File: src/rtl/pbit_pkg.sv
`default_nettype none
// ============================================================================
//  Module   : pbit_pkg
//  Purpose  : Shared constants for the p-bit network: default input width,
//             LFSR feedback taps, node FSM encoding and the tanh threshold LUT.
//  Revision : 1.0 - initial release
// ============================================================================
package pbit_pkg;

    localparam int          c_IN_PRECISION_DEF = 6;
    localparam int          c_FRAC_BITS_DEF    = 2;
    localparam logic [15:0] c_LFSR_SEED_DEF    = 16'hACE1;

    // x^16 + x^14 + x^13 + x^11 + 1 -> feedback from state bits 15, 13, 12, 10
    localparam logic [15:0] c_LFSR_TAPS        = 16'hB400;

    // Node FSM encoding
    localparam logic [0:0]  c_ST_IDLE          = 1'b0;
    localparam logic [0:0]  c_ST_EVAL          = 1'b1;

    // T(I) = round(127 * tanh(I * 2^-frac)).  Magnitudes are tabulated at
    // quarter-unit steps of the real argument; other fractional widths are
    // resampled onto that grid.  Beyond 3.25 the rounded value sits at 127.
    function automatic logic signed [7:0] tanh_lut(input int i_val, input int frac);
        int                 mag;
        int                 idx;
        logic signed [7:0]  m;
        mag = (i_val < 0) ? -i_val : i_val;
        if (frac <= 2) begin
            idx = mag << (2 - frac);
        end else begin
            idx = (mag + (1 << (frac - 3))) >> (frac - 2);
        end
        case (idx)
            0:       m = 8'sd0;
            1:       m = 8'sd31;
            2:       m = 8'sd59;
            3:       m = 8'sd81;
            4:       m = 8'sd97;
            5:       m = 8'sd108;
            6:       m = 8'sd115;
            7:       m = 8'sd120;
            8:       m = 8'sd122;
            9:       m = 8'sd124;
            10:      m = 8'sd125;
            11:      m = 8'sd126;
            12:      m = 8'sd126;
            default: m = 8'sd127;
        endcase
        return (i_val < 0) ? -m : m;
    endfunction

endpackage
`default_nettype wire

File: src/rtl/pbit_node_lfsr16.sv
`default_nettype none
// ============================================================================
//  Module   : lfsr16
//  Purpose  : 16-bit Fibonacci LFSR supplying the random sample for one node.
//             Advances only on request; a seed load overrides the advance and
//             an all-zero seed is replaced by 0x0001 to avoid lock-up.
//  Revision : 1.0 - initial release
// ============================================================================
module lfsr16
    import pbit_pkg::*;
#(
    parameter logic [15:0] SEED = c_LFSR_SEED_DEF
) (
    input  logic        clk,
    input  logic        rst,
    input  logic        adv,
    input  logic        load,
    input  logic [15:0] seed,
    output logic [15:0] q
);

    logic [15:0] lfsr_q;
    logic [15:0] lfsr_d;

    // Next state: load wins over advance, otherwise hold
    always_comb begin
        lfsr_d = lfsr_q;
        if (load) begin
            lfsr_d = (seed == 16'h0000) ? 16'h0001 : seed;
        end else if (adv) begin
            lfsr_d = {lfsr_q[14:0], ^(lfsr_q & c_LFSR_TAPS)};
        end
    end

    // State register, returns to SEED on reset
    always_ff @(posedge clk or posedge rst) begin
        if (rst) begin
            lfsr_q <= SEED;
        end else begin
            lfsr_q <= lfsr_d;
        end
    end

    assign q = lfsr_q;

endmodule
`default_nettype wire

File: src/rtl/pbit_node.sv
`default_nettype none
// ============================================================================
//  Module   : pbit_node
//  Purpose  : Stochastic p-bit. On an accepted update the signed input current
//             is captured with an 8-bit LFSR sample; one cycle later the new
//             p-bit is (tanh threshold of I) > sample, with a one-cycle valid.
//  Revision : 1.0 - initial release
// ============================================================================
module pbit_node
    import pbit_pkg::*;
#(
    parameter int          IN_PRECISION = c_IN_PRECISION_DEF,
    parameter int          FRAC_BITS    = c_FRAC_BITS_DEF,
    parameter logic [15:0] SEED         = c_LFSR_SEED_DEF,
    parameter logic        P_RESET      = 1'b0
) (
    input  logic                           clk,
    input  logic                           rst,
    input  logic signed [IN_PRECISION-1:0] i_in,
    input  logic                           update_req,
    input  logic                           freeze,
    input  logic                           seed_load,
    input  logic [15:0]                    seed_in,
    output logic                           busy,
    output logic                           p_out,
    output logic                           p_valid
);

    logic [0:0]                     state_q;
    logic [0:0]                     state_d;
    logic signed [IN_PRECISION-1:0] i_cap_q;
    logic signed [7:0]              r_cap_q;
    logic                           p_q;
    logic                           p_valid_q;

    logic                           w_accept;
    logic [15:0]                    w_lfsr;
    logic signed [7:0]              w_thresh;
    logic                           w_unused_lfsr;

    // Random source; the sample taken at accept is the pre-edge state
    lfsr16 #(
        .SEED (SEED)
    ) u_lfsr (
        .clk  (clk),
        .rst  (rst),
        .adv  (w_accept),
        .load (seed_load),
        .seed (seed_in),
        .q    (w_lfsr)
    );

    // Only the low byte feeds the comparator
    assign w_unused_lfsr = ^w_lfsr[15:8];

    // State register
    always_ff @(posedge clk or posedge rst) begin
        if (rst) begin
            state_q <= c_ST_IDLE;
        end else begin
            state_q <= state_d;
        end
    end

    // Next state: IDLE -> EVAL on accept, EVAL always returns to IDLE
    always_comb begin
        state_d = state_q;
        case (state_q)
            c_ST_IDLE: if (w_accept) state_d = c_ST_EVAL;
            default:   state_d = c_ST_IDLE;
        endcase
    end

    // FSM outputs: busy flag and the accept strobe (dropped while busy/frozen)
    always_comb begin
        busy     = (state_q == c_ST_EVAL);
        w_accept = update_req && !freeze && (state_q == c_ST_IDLE);
    end

    // Threshold lookup on the captured current
    assign w_thresh = tanh_lut(int'(i_cap_q), FRAC_BITS);

    // Capture on accept, resolve the p-bit and pulse valid on the completing edge
    always_ff @(posedge clk or posedge rst) begin
        if (rst) begin
            i_cap_q   <= '0;
            r_cap_q   <= '0;
            p_q       <= P_RESET;
            p_valid_q <= 1'b0;
        end else begin
            if (w_accept) begin
                i_cap_q <= i_in;
                r_cap_q <= w_lfsr[7:0];
            end
            if (state_q == c_ST_EVAL) begin
                p_q       <= (w_thresh > r_cap_q);
                p_valid_q <= 1'b1;
            end else begin
                p_valid_q <= 1'b0;
            end
        end
    end

    assign p_out   = p_q;
    assign p_valid = p_valid_q;

endmodule
`default_nettype wire

File: config.mk
export PLATFORM = sky130hd
export DESIGN_NAME = pbit_node
export DESIGN_NICKNAME = d
export VERILOG_FILES = /design/src/rtl/pbit_pkg.sv /design/src/rtl/pbit_node_lfsr16.sv /design/src/rtl/pbit_node.sv
export SDC_FILE = /design/constraint.sdc
export NUM_CORES = 1
export LEC_CHECK = 0
export ABC_CLOCK_PERIOD_IN_PS = 5470
export CORE_MARGIN = 5
export CORE_UTILIZATION = 38
export DETAILED_ROUTE_END_ITERATION = 8
export SLEW_MARGIN = 40
export SYNTH_ARGS = -nofsm -noshare
export SYNTH_HDL_FRONTEND = slang
export SYNTH_SLANG_ARGS = --single-unit
export TNS_END_PERCENT = 5
File: constraint.sdc
create_clock -name clk -period 5.47 [get_ports clk]
set_input_delay 1.641 -clock clk [delete_from_list [all_inputs] [get_ports clk]]
set_output_delay 1.641 -clock clk [all_outputs]
set_load 0.02 [all_outputs]
==> impl_metrics.tcl, run 1 <==
set metrics [dict create \
    status "completed" \
    synth_top_area_cell "dfrtp_1" \
    ir_drop_mv 0.141 \
    pwr-share-comb_pct 41.9 \
    endpoint "p_out" \
    multi_input_area_mm2 0.00122 \
    vias 1748 \
    worst_slew_pin_slew_ps 735 \
    pwr-share-seq_pct 37.3 \
    hold_class "flip-flop to flip-flop" \
    total_power_w 0.000845 \
    clk_latency_ps 290 \
    rsz0062_at_grt "false" \
    ff2ff_setup_slack_ps 1450 \
    critPathLaunchType "flip-flop" \
    h-tree-depth 2 \
    r2r_end "p_out" \
    reg2reg_from "i_cap_q[0]" \
    initial_core_util_pct 39.1 \
    area_growth_pct 20.7 \
    critPathKind "flip-flop to flip-flop" \
    power_density_mw_per_mm2 326 \
    grt_max_degree 29 \
    fin_crit_sh_pct 73.5 \
    final_cell_mix "nor2_1 (36), nand2_1 (36), clkdlybuf4s50_1 (29)" \
    drv_cap 0 \
    wl_per_cell_um 12.9 \
    grt_pass1_vias 1699 \
    p_leak_nw 1.17 \
    dieArea_mm2 0.00727 \
    hold_buffers 0 \
    syn_area_mm2 0.00215 \
    grt_pass1_wl_um 7870 \
    net-switching-power_w 0.000310 \
    cts-root-buf "clkbuf_8" \
    area.sequential_um2 836 \
    hold_viol 0 \
    slew_violations 0 \
    synth-edff-count 0 \
    syn_avg_cell_area_um2 8.53 \
    drtPass1Iterations 4 \
    required_ps 5650 \
    synth_top_area_share_pct 29.1 \
    seq_area_frac_synth_pct 38.9 \
    postCtsSetupBuffers 0 \
    grt_usage_pct 13.2 \
    synth_cells 252 \
    grt.overflow.total 0 \
    cts_tree "done" \
    clk_pin_slew_worst_paths_ps 70 \
    ys_seq_elements 33 \
    p_int_w 0.000535 \
    post-dp-hpwl_um 3440 \
    clkPwrFrac_pct 20.9 \
    routabilityCongestion 0.809 \
    numCtsBuffers 5 \
    critPathCaptureType "flip-flop" \
    synth_flop_cell "dfrtp_1" \
    async_flop_share_pct 100 \
    fillers 557 \
    worst_clock_skew_ps 8.79 \
    grt_antenna_before_repair 0 \
    clockBufferDepth 2 \
    die_h_um 85.2 \
    crit_arrival_ps 4200 \
    drtIter0Drc 54 \
    vias_per_cell 4.94 \
    postRouteAntennaNets 0 \
    ys_top_cells_by_area "dfrtp_1 (29%), dfstp_2 (9.8%), ha_1 (8.1%)" \
    final_nets 322 \
    crit_start "i_cap_q[0]" \
    cts.sinks 33 \
    diodes 0 \
    setup_viol 0 \
    cts_resized 0 \
    synth_nets 293 \
    swShare_pct 36.6 \
    relSlewSlack_pct 50.8 \
    crit_path_max_fanout 8 \
    yosysWarnings 0 \
    wirelength_um 4570 \
    ios 30 \
    fin_crit_ps 4020 \
    ys_types 44 \
    final_layout_size_suffix_gt1_share_pct 10.3 \
    max_freq_mhz 249 \
    whs_ps 452 \
    fp.dieW_um 85.2 \
    rows 27 \
    drcViolationCount 0 \
    coreArea_mm2 0.00551 \
    reg2reg_depth 19 \
    port_buffers 29 \
    tns_ps 0 \
]
-- cell families (layout without fill, tap and decap cells) --
group,Yosys count,in the layout,share of synthesized area (%)
simple gates,100,100,20.7
compound gates,61,61,17.7
flops,33,33,38.9
buf+inv,25,55,4.71
fa+ha+maj,14,14,8.14
mux,10,10,5.53
xor+xnor,9,9,4.36
-- registers in the layout (all words and copies together), names as in the netlist --
signal    count
busy          1
r_cap_q       8
p_valid       1
p_out         1
u_lfsr.q     16
i_cap_q       6
-- cell usage after synthesis (2+ instances only) --
library cell	number
nand2_1	36
nor2_1	36
dfrtp_1	25
o21ai_0	24
a21oi_1	16
inv_1	16
ha_1	14
dfstp_2	8
mux2i_1	7
nor2b_1	7
clkbuf_1	6
nand2b_1	6
nor4_1	4
xor2_1	4
a21o_1	3
nand3_1	3
xnor2_1	3
buf_1	2
mux2_2	2
nor3_1	2
o211ai_1	2
o22ai_1	2
o31ai_1	2
xnor2_2	2
-- metrics by stage --
| stage | cells | utilization, % | setup slack (ps) | cell area [µm²] |
|---|---|---|---|---|
| 6_report | 354 | 47.1 | 1450 | 2590 |
| 5_1_grt | 354 | 47.1 | 1140 | 2590 |
| 4_1_cts | 354 | 47.0 | 1490 | 2590 |
| 3_5_place_dp | 346 | 45.5 | 1530 | 2500 |
| 3_3_place_gp | 346 | 45.5 | 1700 | 2500 |
| 2_1_floorplan | 252 | - | 2010 | 2150 |
-- cell type report --
| class | instances | area share (%) |
|---|---|---|
| Clock inverter | 2 | 0.386 |
| Multi-Input combinational cell | 194 | 47.1 |
| Tap cell | 72 | 3.47 |
| Sequential cell | 33 | 32.2 |
| Clock buffer | 6 | 2.80 |
| Timing Repair Buffer | 31 | 11.8 |
| Inverter | 16 | 2.31 |
-- critical path: stages, from the launching register on --
cell and delay (ps):
dfrtp_1 510, inv_1 190, ha_1 370, nand2_1 80, o21ai_0 180, ha_1 390
xor2_1 180, a21oi_2 290, nor2b_1 90, ha_1 250, nand3_1 90, o21ai_0 90
a21oi_1 200, ha_1 260, nand3_1 110, o21bai_1 120, a21boi_0 90, o21ai_0 160
a21oi_1 90, o22a_1 180
-- worst min-delay path by stage --
stage / to / cells past startpoint / start
after global placement: p_valid / 0 / busy
final: p_valid / 0 / busy
after detailed placement: p_valid / 0 / busy
after global routing: p_valid / 0 / busy
after CTS: p_valid / 0 / busy
after floorplan: r_cap_q[0] / 2 / r_cap_q[0]
-- power by group through the flow --
stage          sequential (W)  combinational (W)  clock, W
5_1_grt              0.000321           0.000399  0.000191
2_1_floorplan        0.000311           0.000269         0
6_report             0.000315           0.000354  0.000176
3_5_place_dp         0.000319           0.000353         0
3_3_place_gp         0.000319           0.000352         0
4_1_cts              0.000315           0.000355  0.000181
-- metal layers --
layer,track usage [%],vias up,routed length (µm)
li1,-,919,-
met2,20.0,24,2100
met1,18.0,797,2240
met3,2.82,8,141
met4,5.76,0,91
met5,0,-,0
No activity file was read; power rests on OpenSTA's default activity.
==> run 2, diff against run 1 <==
ABC_CLOCK_PERIOD_IN_PS = 3700   (was 5470)
clock period = 3.7 ns   (was 5.47 ns; I/O delays follow)
==> run 2 against run 1 <==
Effect of this change: register-to-register slack lost 1200 ps; sequential cell count is the same; cell count increased by 2.0%; non-clock buffer count grew 7; die area unchanged; clock skew is 5.0 ps lower; sequential power increased by 45%; largest cell class unchanged; largest power group unchanged.
==> impl_metrics.tcl, run 2 (synthesis results as in run 1) <==
set metrics [dict create \
    critPathCaptureType "flip-flop" \
    pwr-share-seq_pct 35.5 \
    grt_pass1_wl_um 7820 \
    dieArea_mm2 0.00727 \
    crit_path_max_fanout 5 \
    grt_usage_pct 13.1 \
    largest_register_ffs 16 \
    area_growth_pct 24.0 \
    critPathKind "flip-flop to flip-flop" \
    ir_drop_mv 0.201 \
    total_power_w 0.00129 \
    drtIter0Drc 38 \
    reg2reg_from "i_cap_q[1]" \
    vias 1856 \
    crit_arrival_ps 3700 \
    final_nets 329 \
    worst_slew_pin_slew_ps 625 \
    worst_clock_skew_ps 3.82 \
    h-tree-depth 2 \
    clkPwrFrac_pct 20.0 \
    tns_ps 0 \
    drcViolationCount 0 \
    cts-root-buf "clkbuf_8" \
    numCtsBuffers 5 \
    rsz0062_at_grt "false" \
    setup_viol 0 \
    clk_pin_slew_worst_paths_ps 70 \
    cts.sinks 33 \
    dp_slack_ps 9.78 \
    vias_per_cell 5.14 \
    cts_tree "done" \
    relSlewSlack_pct 58.3 \
    status "completed" \
    ff2ff_setup_slack_ps 230 \
    slew_violations 0 \
    endpoint "p_out" \
    grt_pass1_vias 1756 \
    max_freq_mhz 288 \
    grt_antenna_before_repair 0 \
    wirelength_um 4690 \
    hold_buffers 0 \
    wl_per_cell_um 13.0 \
    crit_start "i_cap_q[1]" \
    p_int_w 0.000825 \
    final_layout_size_suffix_gt1_share_pct 13.1 \
    drv_cap 0 \
    final_cell_mix "nor2_1 (36), nand2_1 (36), clkdlybuf4s50_1 (29)" \
    reg2reg_depth 20 \
    routabilityCongestion 0.899 \
    swShare_pct 35.9 \
    hold_viol 0 \
    port_buffers 29 \
    required_ps 3920 \
    postRouteAntennaNets 0 \
    timing.final.ws_setup_ps 226 \
    rows 27 \
    grt_max_degree 34 \
    clk_latency_ps 280 \
    r2r_end "p_out" \
    fin_crit_ps 3470 \
    initial_core_util_pct 39.1 \
    post-dp-hpwl_um 3480 \
    fp.dieW_um 85.2 \
    coreArea_mm2 0.00551 \
    net-switching-power_w 0.000462 \
    pwr-share-comb_pct 44.4 \
    fin_crit_sh_pct 93.9 \
    grt.overflow.total 0 \
    drtPass1Iterations 4 \
    diodes 0 \
    hold_class "flip-flop to flip-flop" \
    die_h_um 85.2 \
    critPathLaunchType "flip-flop" \
    ios 30 \
    power_density_mw_per_mm2 483 \
    clockBufferDepth 2 \
    p_leak_nw 1.20 \
]
[run 2: changes by cell type in the layout (fill, tap and decap cells not counted), moves of 2 or more]
| cell | change |
|---|---|
| clkbuf_1 | +2 |
| buf_4 | +7 |
| clkinv_2 | -2 |
| ha_2 | +2 |
| ha_1 | -3 |
[run 2: worst min-delay path by stage]
stage	end	depth (start not counted)	startpoint
floorplan	r_cap_q[0]	2	r_cap_q[0]
global placement	p_valid	0	busy
detailed placement	p_valid	0	busy
CTS	p_valid	0	busy
global route	p_valid	0	busy
finish	p_valid	0	busy
[run 2: repair_timing]
item / 4_1_cts / 5_1_grt
resized for setup: 1 / 5
setup endpoints to repair: 1 / 1
buffers inserted: 0 / 2
pin swaps: 0 / 2
[run 2: final cells by class]
| type | instances | area, µm² |
|---|---|---|
| Clock buffer | 8 | 80.1 |
| Fill cell | 541 | 2840 |
| Tap cell | 72 | 90.1 |
| Multi-Input combinational cell | 194 | 1240 |
| Timing Repair Buffer | 38 | 358 |
| Sequential cell | 33 | 836 |
| Inverter | 16 | 60.1 |
[run 2: power groups by stage]
stage / clock (W) / sequential, W / combinational [W]
2_1_floorplan: 0 / 0.000459 / 0.000397
3_3_place_gp: 0 / 0.000463 / 0.000546
3_5_place_dp: 0 / 0.000464 / 0.000549
6_report: 0.000258 / 0.000457 / 0.000571
4_1_cts: 0.000267 / 0.000458 / 0.000553
5_1_grt: 0.000282 / 0.000466 / 0.000642
[run 2: routing by layer]
metal	up-vias	GRT usage, %	routed length (µm)	share of wire (%)
met2	38	22.8	2330	50
met1	874	16.1	2090	44
met3	14	2.43	160	3.4
li1	930	-	-	-
met5	-	0	0	0
met4	0	4.89	113	2.4
[run 2: worst max-delay path, cell delays in order, from the launching register on]
cell	delay (ps)
dfrtp_1	390
inv_2	90
ha_4	280
nand2_1	60
o21ai_2	90
inv_1	90
ha_2	210
mux2_2	280
o211ai_1	220
inv_1	90
ha_2	200
a21oi_1	130
o21a_1	120
a21oi_1	40
ha_1	310
nand3_1	90
o21bai_1	160
a21boi_0	150
o21ai_0	90
a21oi_1	150
o22a_1	150
[run 2: through the flow]
stage	hold slack (ps)	cell area, µm²	utilization (%)	cells
floorplan	456	2150	-	252
CTS	455	2620	47.6	359
global placement	435	2540	46.2	351
global route	487	2670	48.4	361
finish	447	2670	48.4	361
detailed placement	440	2540	46.2	351
==> run 3, diff against run 2 <==
CORE_UTILIZATION = 40   (was 38)
==> run 3 against run 2 <==
Effect of this change: clock power rose by 8.1%; cell area grew 1.1%; sequential cell count stayed put; critical path type unchanged; critical endpoint unchanged.
==> impl_metrics.tcl, run 3 (synthesis results as in run 1) <==
set metrics [dict create \
    status "completed" \
    area.sequential_um2 836 \
    area_growth_pct 25.4 \
    setup_viol 0 \
    whs_ps 457 \
    grt_pass1_wl_um 8150 \
    critPathCaptureType "flip-flop" \
    h-tree-depth 2 \
    fin_crit_sh_pct 91.8 \
    dieArea_mm2 0.00694 \
    crit_chain "inv_2, ha_4, nand2_1, o21ai_2, inv_1, ha_2, mux2_2, o211ai_1, inv_1, ha_2, a21oi_1, o21a_1, a21oi_1, ha_1, nand3_1, o21bai_1, a21boi_0, o21ai_1, a21oi_1, o22a_1" \
    numCtsBuffers 5 \
    post-dp-hpwl_um 3580 \
    critPathKind "flip-flop to flip-flop" \
    final_layout_size_suffix_gt1_share_pct 14.4 \
    port_buffers 29 \
    cts.sinks 33 \
    ios 30 \
    rsz0062_at_grt "false" \
    final_cells 362 \
    crit_path_max_incr_delay_ps 380 \
    drtPass1Iterations 4 \
    cp_top_family "compound AO/OA/AOI/OAI gates" \
    postRouteAntennaNets 0 \
    fillers 510 \
    wirelength_um 4720 \
    wl_per_cell_um 13.0 \
    crit_arrival_ps 3620 \
    grt_usage_pct 14.1 \
    worst_path_most_repeated_cell "a21oi_1" \
    crit_path_max_fanout 5 \
    clk_pin_slew_worst_paths_ps 70 \
    post-place-cells 350 \
    grt_max_degree 34 \
    required_ps 3930 \
    cts-root-buf "clkbuf_8" \
    ir_drop_mv 0.265 \
    fin_area_mm2 0.00270 \
    clockBufferDepth 2 \
    crit_buf_inv 3 \
    fp.dieW_um 83.3 \
    slowest_stage "dfrtp_1" \
    slew_violations 0 \
    final_nets 332 \
    drtIter0Drc 55 \
    vias 1809 \
    grt.overflow.total 0 \
    tns_ps 0 \
    total_power_w 0.00132 \
    drcViolationCount 0 \
    hold_viol 0 \
    fin_crit_ps 3400 \
    grt_pass1_vias 1787 \
    largest_register_ffs 16 \
    max_freq_mhz 294 \
    multi_input_area_mm2 0.00124 \
    routabilityCongestion 0.811 \
    worst_clock_skew_ps 7.48 \
    relSlewSlack_pct 67.8 \
    die_h_um 83.3 \
    p_leak_nw 1.22 \
    initial_core_util_pct 41.6 \
    vias_per_cell 5.00 \
    coreArea_mm2 0.00517 \
    worst_slew_pin_slew_ps 482 \
    hold_class "flip-flop to flip-flop" \
    rows 26 \
    grt_antenna_before_repair 0 \
    final_cell_mix "nor2_1 (36), nand2_1 (36), clkdlybuf4s50_1 (29)" \
    drv_cap 0 \
    cts_tree "done" \
    diodes 0 \
    clk_latency_ps 280 \
    power_density_mw_per_mm2 489 \
    critPathLaunchType "flip-flop" \
    post_dp_cell_area_mm2 0.00255 \
]
==> run 3: power by group <==
part / switching [W] / internal (W)
sequential: 0.0000380 / 0.000419
combinational: 0.000300 / 0.000283
clock: 0.000128 / 0.000152
total: 0.000466 / 0.000853
==> run 3: what timing repair did <==
action | 4_1_cts | 5_1_grt
setup endpoints to repair | 0 | 1
gates resized for setup | 0 | 7
buffers inserted | 0 | 4
hold buffers | 0 | 0
==> run 3: worst paths after layout <==
path	slack (ps)	startpoint	cells past startpoint	endpoint
setup / recovery	300	i_cap_q[1]	20	p_out
hold reg to reg	460	busy	0	p_valid
min in group asynchronous	1210	rst	3	p_out
max in group asynchronous	2150	rst	3	u_lfsr.q[15]
setup reg to reg	300	i_cap_q[1]	20	p_out
hold / removal	460	busy	0	p_valid
==> run 3: layout make-up <==
class,count,share of cell area [%]
Tap cell,70,3.25
Sequential cell,33,31.0
Multi-Input combinational cell,194,46.1
Inverter,16,2.23
Timing Repair Buffer,41,14.1
Clock buffer,8,3.34
==> run 3: through the flow <==
stage / worst slack (ps) / utilization (%)
5_1_grt: 14.8 / 52.1
2_1_floorplan: 236 / -
3_3_place_gp: 217 / 49.3
3_5_place_dp: 68.5 / 49.3
6_report: 302 / 52.1
4_1_cts: 37.4 / 51.0
==> run 3: layer usage <==
metal	part of all wire, %	vias up	routed length [µm]	global-route usage, %
met5	0	-	0	0
met4	1.2	0	59	4.46
met3	3.3	6	154	3.37
met2	50	32	2340	24.5
met1	46	833	2170	17.2
li1	-	938	-	-
